### config.mk
export PLATFORM = sky130hd
export DESIGN_NAME = penalty_referee
export DESIGN_NICKNAME = d
export VERILOG_FILES = /design/src/rtl/penalty_referee.sv
export SDC_FILE = /design/constraint.sdc
export NUM_CORES = 1
export LEC_CHECK = 0
export CAP_MARGIN = 25
export CORE_MARGIN = 1.5
export CORE_UTILIZATION = 30
export DETAILED_ROUTE_END_ITERATION = 10
export PLACE_DENSITY = 0.48
export SLEW_MARGIN = 0
export SYNTH_ARGS = -nofsm -noshare
export SYNTH_HDL_FRONTEND = slang
export SYNTH_SLANG_ARGS = --single-unit
### constraint.sdc
create_clock -name clk -period 4.29 [get_ports clk]
set_clock_uncertainty 0.1 [all_clocks]
set_input_delay 0.858 -clock clk [delete_from_list [all_inputs] [get_ports clk]]
set_output_delay 0.858 -clock clk [all_outputs]
set_load 0.01 [all_outputs]
### src/rtl/penalty_referee.sv
// Penalty-shootout scorekeeper: alternates kicks between team A and team B
// over a 3- or 5-round regulation, ends early once the result is settled,
// then runs sudden-death rounds until one kick in a round differs.
//
// state  | meaning
// IDLE   | no game yet; waiting for a start pulse
// PLAY_A | regulation, team A to kick
// PLAY_B | regulation, team B to kick
// SD_A   | sudden death, team A to kick
// SD_B   | sudden death, team B to kick; this kick settles or continues
// DONE   | result held until the next valid start pulse
module penalty_referee #(
    parameter int SCORE_W = 4
) (
    input  logic               clk,
    input  logic               rst,
    input  logic               start3_i,
    input  logic               start5_i,
    input  logic               kick_i,
    input  logic               goal_i,
    output logic [SCORE_W-1:0] score_a_o,
    output logic [SCORE_W-1:0] score_b_o,
    output logic               turn_o,
    output logic [SCORE_W-1:0] round_o,
    output logic               sudden_o,
    output logic               game_over_o,
    output logic [1:0]         winner_o
);

    localparam int W1 = SCORE_W + 1;

    typedef enum logic [2:0] {
        IDLE   = 3'd0,
        PLAY_A = 3'd1,
        PLAY_B = 3'd2,
        SD_A   = 3'd3,
        SD_B   = 3'd4,
        DONE   = 3'd5
    } state_t;

    state_t             state_q, state_d;
    logic [SCORE_W-1:0] score_a_q, score_a_d;
    logic [SCORE_W-1:0] score_b_q, score_b_d;
    logic [SCORE_W-1:0] round_q, round_d;
    logic               turn_q, turn_d;
    logic               sudden_q, sudden_d;
    logic               game_over_q, game_over_d;
    logic [1:0]         winner_q, winner_d;
    logic [2:0]         n_q, n_d;
    logic [2:0]         kicks_a_q, kicks_a_d;
    logic [2:0]         kicks_b_q, kicks_b_d;
    logic               sd_a_q, sd_a_d;

    // Saturating +1 shared by scores and round counter.
    function automatic logic [SCORE_W-1:0] sat_inc(input logic [SCORE_W-1:0] x);
        return (&x) ? x : x + SCORE_W'(1);
    endfunction

    logic [SCORE_W-1:0] sa_plus, sb_plus;
    logic [2:0]         ka_plus, kb_plus;
    logic [SCORE_W-1:0] chk_sa, chk_sb;
    logic [2:0]         chk_ka, chk_kb;
    logic [W1-1:0]      rem_a, rem_b;
    logic               a_wins, b_wins;

    // Post-kick values and the early-decision test; the operands are picked
    // by which team is kicking so the check always sees the updated tally.
    always_comb begin
        sa_plus = goal_i ? sat_inc(score_a_q) : score_a_q;
        sb_plus = goal_i ? sat_inc(score_b_q) : score_b_q;
        ka_plus = kicks_a_q + 3'd1;
        kb_plus = kicks_b_q + 3'd1;
        chk_sa  = score_a_q;
        chk_sb  = score_b_q;
        chk_ka  = kicks_a_q;
        chk_kb  = kicks_b_q;
        if (state_q == PLAY_A) begin
            chk_sa = sa_plus;
            chk_ka = ka_plus;
        end else begin
            chk_sb = sb_plus;
            chk_kb = kb_plus;
        end
        rem_a  = W1'(n_q) - W1'(chk_ka);
        rem_b  = W1'(n_q) - W1'(chk_kb);
        a_wins = W1'(chk_sa) > (W1'(chk_sb) + rem_b);
        b_wins = W1'(chk_sb) > (W1'(chk_sa) + rem_a);
    end

    // Next-state and next-output decode.
    always_comb begin
        state_d     = state_q;
        score_a_d   = score_a_q;
        score_b_d   = score_b_q;
        round_d     = round_q;
        turn_d      = turn_q;
        sudden_d    = sudden_q;
        game_over_d = game_over_q;
        winner_d    = winner_q;
        n_d         = n_q;
        kicks_a_d   = kicks_a_q;
        kicks_b_d   = kicks_b_q;
        sd_a_d      = sd_a_q;
        case (state_q)
            IDLE, DONE: begin
                if (start3_i ^ start5_i) begin
                    n_d         = start3_i ? 3'd3 : 3'd5;
                    score_a_d   = '0;
                    score_b_d   = '0;
                    winner_d    = 2'b00;
                    round_d     = SCORE_W'(1);
                    turn_d      = 1'b0;
                    kicks_a_d   = 3'd0;
                    kicks_b_d   = 3'd0;
                    sudden_d    = 1'b0;
                    game_over_d = 1'b0;
                    state_d     = PLAY_A;
                end
            end
            PLAY_A: begin
                if (kick_i) begin
                    kicks_a_d = ka_plus;
                    score_a_d = sa_plus;
                    if (a_wins) begin
                        winner_d    = 2'b01;
                        game_over_d = 1'b1;
                        state_d     = DONE;
                    end else if (b_wins) begin
                        winner_d    = 2'b10;
                        game_over_d = 1'b1;
                        state_d     = DONE;
                    end else begin
                        turn_d  = 1'b1;
                        state_d = PLAY_B;
                    end
                end
            end
            PLAY_B: begin
                if (kick_i) begin
                    kicks_b_d = kb_plus;
                    score_b_d = sb_plus;
                    if (a_wins) begin
                        winner_d    = 2'b01;
                        game_over_d = 1'b1;
                        state_d     = DONE;
                    end else if (b_wins) begin
                        winner_d    = 2'b10;
                        game_over_d = 1'b1;
                        state_d     = DONE;
                    end else begin
                        round_d = sat_inc(round_q);
                        turn_d  = 1'b0;
                        if (kb_plus == n_q && score_a_q == sb_plus) begin
                            sudden_d = 1'b1;
                            state_d  = SD_A;
                        end else begin
                            state_d  = PLAY_A;
                        end
                    end
                end
            end
            SD_A: begin
                if (kick_i) begin
                    score_a_d = sa_plus;
                    sd_a_d    = goal_i;
                    turn_d    = 1'b1;
                    state_d   = SD_B;
                end
            end
            SD_B: begin
                if (kick_i) begin
                    score_b_d = sb_plus;
                    if (sd_a_q != goal_i) begin
                        winner_d    = sd_a_q ? 2'b01 : 2'b10;
                        game_over_d = 1'b1;
                        state_d     = DONE;
                    end else begin
                        round_d = sat_inc(round_q);
                        turn_d  = 1'b0;
                        state_d = SD_A;
                    end
                end
            end
            default: state_d = IDLE;
        endcase
    end

    // Single register bank for state and all outputs.
    always_ff @(posedge clk or posedge rst) begin
        if (rst) begin
            state_q     <= IDLE;
            score_a_q   <= '0;
            score_b_q   <= '0;
            round_q     <= '0;
            turn_q      <= 1'b0;
            sudden_q    <= 1'b0;
            game_over_q <= 1'b0;
            winner_q    <= 2'b00;
            n_q         <= 3'd0;
            kicks_a_q   <= 3'd0;
            kicks_b_q   <= 3'd0;
            sd_a_q      <= 1'b0;
        end else begin
            state_q     <= state_d;
            score_a_q   <= score_a_d;
            score_b_q   <= score_b_d;
            round_q     <= round_d;
            turn_q      <= turn_d;
            sudden_q    <= sudden_d;
            game_over_q <= game_over_d;
            winner_q    <= winner_d;
            n_q         <= n_d;
            kicks_a_q   <= kicks_a_d;
            kicks_b_q   <= kicks_b_d;
            sd_a_q      <= sd_a_d;
        end
    end

    assign score_a_o   = score_a_q;
    assign score_b_o   = score_b_q;
    assign turn_o      = turn_q;
    assign round_o     = round_q;
    assign sudden_o    = sudden_q;
    assign game_over_o = game_over_q;
    assign winner_o    = winner_q;

endmodule

==> qor.csv <==
metric;value;unit
Worst-path clk slew;0.08;ns
FF+latch count, synth;30;
port bufs;22;
fin. max-slew vios;0;
worst skew pair latency;0.29;ns
Synth Warn #;0;
MaxCap Viol Count;0;
met2 usage;0.265;
sequential area share after synthesis;0.260;
met3 GRT Util;0.0257;
site row count;35;
met1 Track Usage GR;0.219;
WHS Endpoint;game_over_o$_DFFE_PP0P_;
ant diodes;0;
Post-synth EDFFs;0;
DRT Pass-1 Iters;4;
total negative slack;0;ns
post-synth top area cell;dfrtp_1;
DR DRC count;0;
largest net degree at the start of global routing;31;
Critical Path Fanout Max;7;
RSZ-0062 raised after global routing;no;
Max rail drop VDD;279;uV
final setup vio count;0;
Die ar.;10200;um2
critical path class;primary input to flip-flop;
CTS tree;yes;
reg2reg path depth;19;
first-pass GRT wire length;12900;um
Final period util;0.950;
required time worst endpoint;4.42;ns
core area;9280;um2
CP Launch Type;primary input;
pwr/cell area;803;nW/um2
Post-Synthesis Cells;334;
Lkg Pwr;1.67;nW
die height;101;um
Post-Syn Area per Cell;8.63;um2
gr busiest metal;met2;
Top FF cell, synth;dfrtp_1;
R2R setup slack;0.22;ns
Distinct cells, synth;64;
initial antenna violation count;0;
CTS Hold Bufs;0;
half-perimeter wire length after placement;5880;um
remaining antenna violation count;0;
GR Overflow Total;0;
Critical Path End Type;flip-flop;
Die X;101;um
clock sink count;30;
layout cells sized above 1;0.209;
asr flop ratio synth;1.00;
hold crit path type;flip-flop to flip-flop;
Reg2Reg Launch Point;state_q[2]$_DFFE_PP0P_;
Vias;2568;
CTS Buf Count;5;
Layout Nets;435;
wire length per cell;14.3;um
Layout area overhead;28.2;%
post-DR vias/cell;4.87;
total track usage;0.160;
Bufs on Longest Clock Path;2;
# IOs;23;
Hold Crit Depth;1;
worst slew pin tran;0.621;ns
Root Driver;clkbuf_8;
vias in the first global route;2623;
synth cell count leaders;36 x nand2_1, 30 x dfrtp_1, 30 x inv_1;
Final Hold Slack;0.401;ns
R2R Path End;round_o[1]$_DFFE_PP0P_;
hold path start;game_over_o$_DFFE_PP0P_;
status;finished, final reports clean;
1st-iter DRT viols;147;
top-area cell type share of the netlist area;0.260;
H-tree levels;2;
Synthesized Nets;372;
final WL;7540;um
minimum clock period;4.07;ns
Worst Path Arrival;4.21;ns
f_max;245;MHz
count leader, synth;nand2_1;
post-synthesis cell area;2880;um2
Worst slew margin;0.586;
Placer Congestion;0.759;
initial core utilization;0.311;
Final Hold Viols;0;
leading post-synthesis cells by cell area;dfrtp_1 26%, ha_1 12%, nand2_1 4.7%;
==> layer usage <==
| metal | wire length (um) | vias up |
|---|---|---|
| met5 | 0 | - |
| met4 | 93 | 0 |
| met3 | 241 | 9 |
| met2 | 3500 | 47 |
| met1 | 3710 | 1206 |
| li1 | - | 1306 |
==> cell families after synthesis <==
group	Yosys count	synth area share
AO/OA/AOI/OAI	97	0.244
XOR/XNOR	25	0.0850
multiplexers	6	0.0213
buffers and inverters	41	0.0620
adder cells (fa/ha/maj)	32	0.149
AND/OR/NAND/NOR	103	0.178
flip-flops	30	0.260
==> worst max-delay path, stage by stage <==
cell	delay, ns
clkdlybuf4s50_1	0.49
buf_4	0.12
buf_4	0.16
nand2_1	0.08
mux2i_1	0.15
o21ai_0	0.39
ha_1	0.33
a21oi_2	0.15
xor2_1	0.18
ha_1	0.29
a21oi_2	0.16
a21oi_2	0.08
buf_4	0.14
buf_4	0.12
a311o_1	0.37
a2bb2oi_2	0.13
==> how the worst max path moves through the flow <==
stage / from / to / cells after the start
2_1_floorplan: state_q[0]$_DFFE_PP0P_ / round_o[1]$_DFFE_PP0P_ / 19
3_3_place_gp: goal_i / round_o[1]$_DFFE_PP0P_ / 16
3_5_place_dp: goal_i / round_o[1]$_DFFE_PP0P_ / 15
4_1_cts: state_q[2]$_DFFE_PP0P_ / round_o[1]$_DFFE_PP0P_ / 20
5_1_grt: goal_i / round_o[1]$_DFFE_PP0P_ / 17
6_report: goal_i / winner_o[0]$_DFFE_PP0P_ / 16
==> placed cells by master (no fill, tap or decap), types with 2 or more instances in the layout <==
cell             count
o211ai_1             5
xor2_1              12
nand2b_1             7
nor3_1               6
clkdlybuf4s50_1     22
o21ai_0             19
nand3_1              5
xnor2_1             10
mux2i_1              5
fa_1                 4
o22ai_1              2
and4_1               2
a221oi_4             2
dfrtp_1             30
a22o_1               2
or2_2                2
a21oi_2              5
o2bb2ai_1            3
a211oi_1             2
and2_1               3
nor2b_1              6
buf_4               43
a22oi_2              2
a21o_1               7
nand2_1             36
a31oi_1              4
ha_1                27
inv_1               29
nand4_1              3
a22oi_1              2
a21oi_1             22
clkbuf_8             6
o21a_1               4
nor2_1              21
==> registers in the layout (all words and copies together), names as in the netlist <==
signal,cells
kicks_a_q,3
kicks_b_q,3
n_q,3
score_a_o,4
sd_a_q,1
turn_o,1
sudden_o,1
state_q,3
score_b_o,4
round_o,4
game_over_o,1
winner_o,2
==> stage by stage <==
step / instances / setup WS, ns / power [mW] / area, um2 / util
2_1_floorplan: 334 / 0.0483 / 1.82 / 2890 / -
3_3_place_gp: 517 / -0.167 / 2.54 / 3520 / 0.380
3_5_place_dp: 517 / -0.226 / 2.56 / 3520 / 0.380
4_1_cts: 527 / 0.0263 / 2.95 / 3660 / 0.394
5_1_grt: 527 / 0.00192 / 3.29 / 3700 / 0.398
6_report: 527 / 0.216 / 2.97 / 3700 / 0.398
==> power by group <==
part           switching [mW]  internal (mW)
Clock                   0.129          0.129
Sequential             0.0957          0.371
Combinational            1.15           1.09
Total                    1.37           1.59
==> layout make-up <==
class,count,area (um2)
clock inverter,2,12.5
sequential,30,751
clock buffer,6,82.6
multi-input combinational,263,2020
tap,129,161
fill,967,5590
timing repair buffer,66,554
inverter,31,119
==> timing repair <==
item | CTS | global route
hold endpoints to repair | 0 | 0
buffers inserted | 2 | 0
pin swaps | 3 | 8
resized for setup | 6 | 8
endpoints found under the setup margin | 10 | 12
No activity file was read; power rests on OpenSTA's default activity.
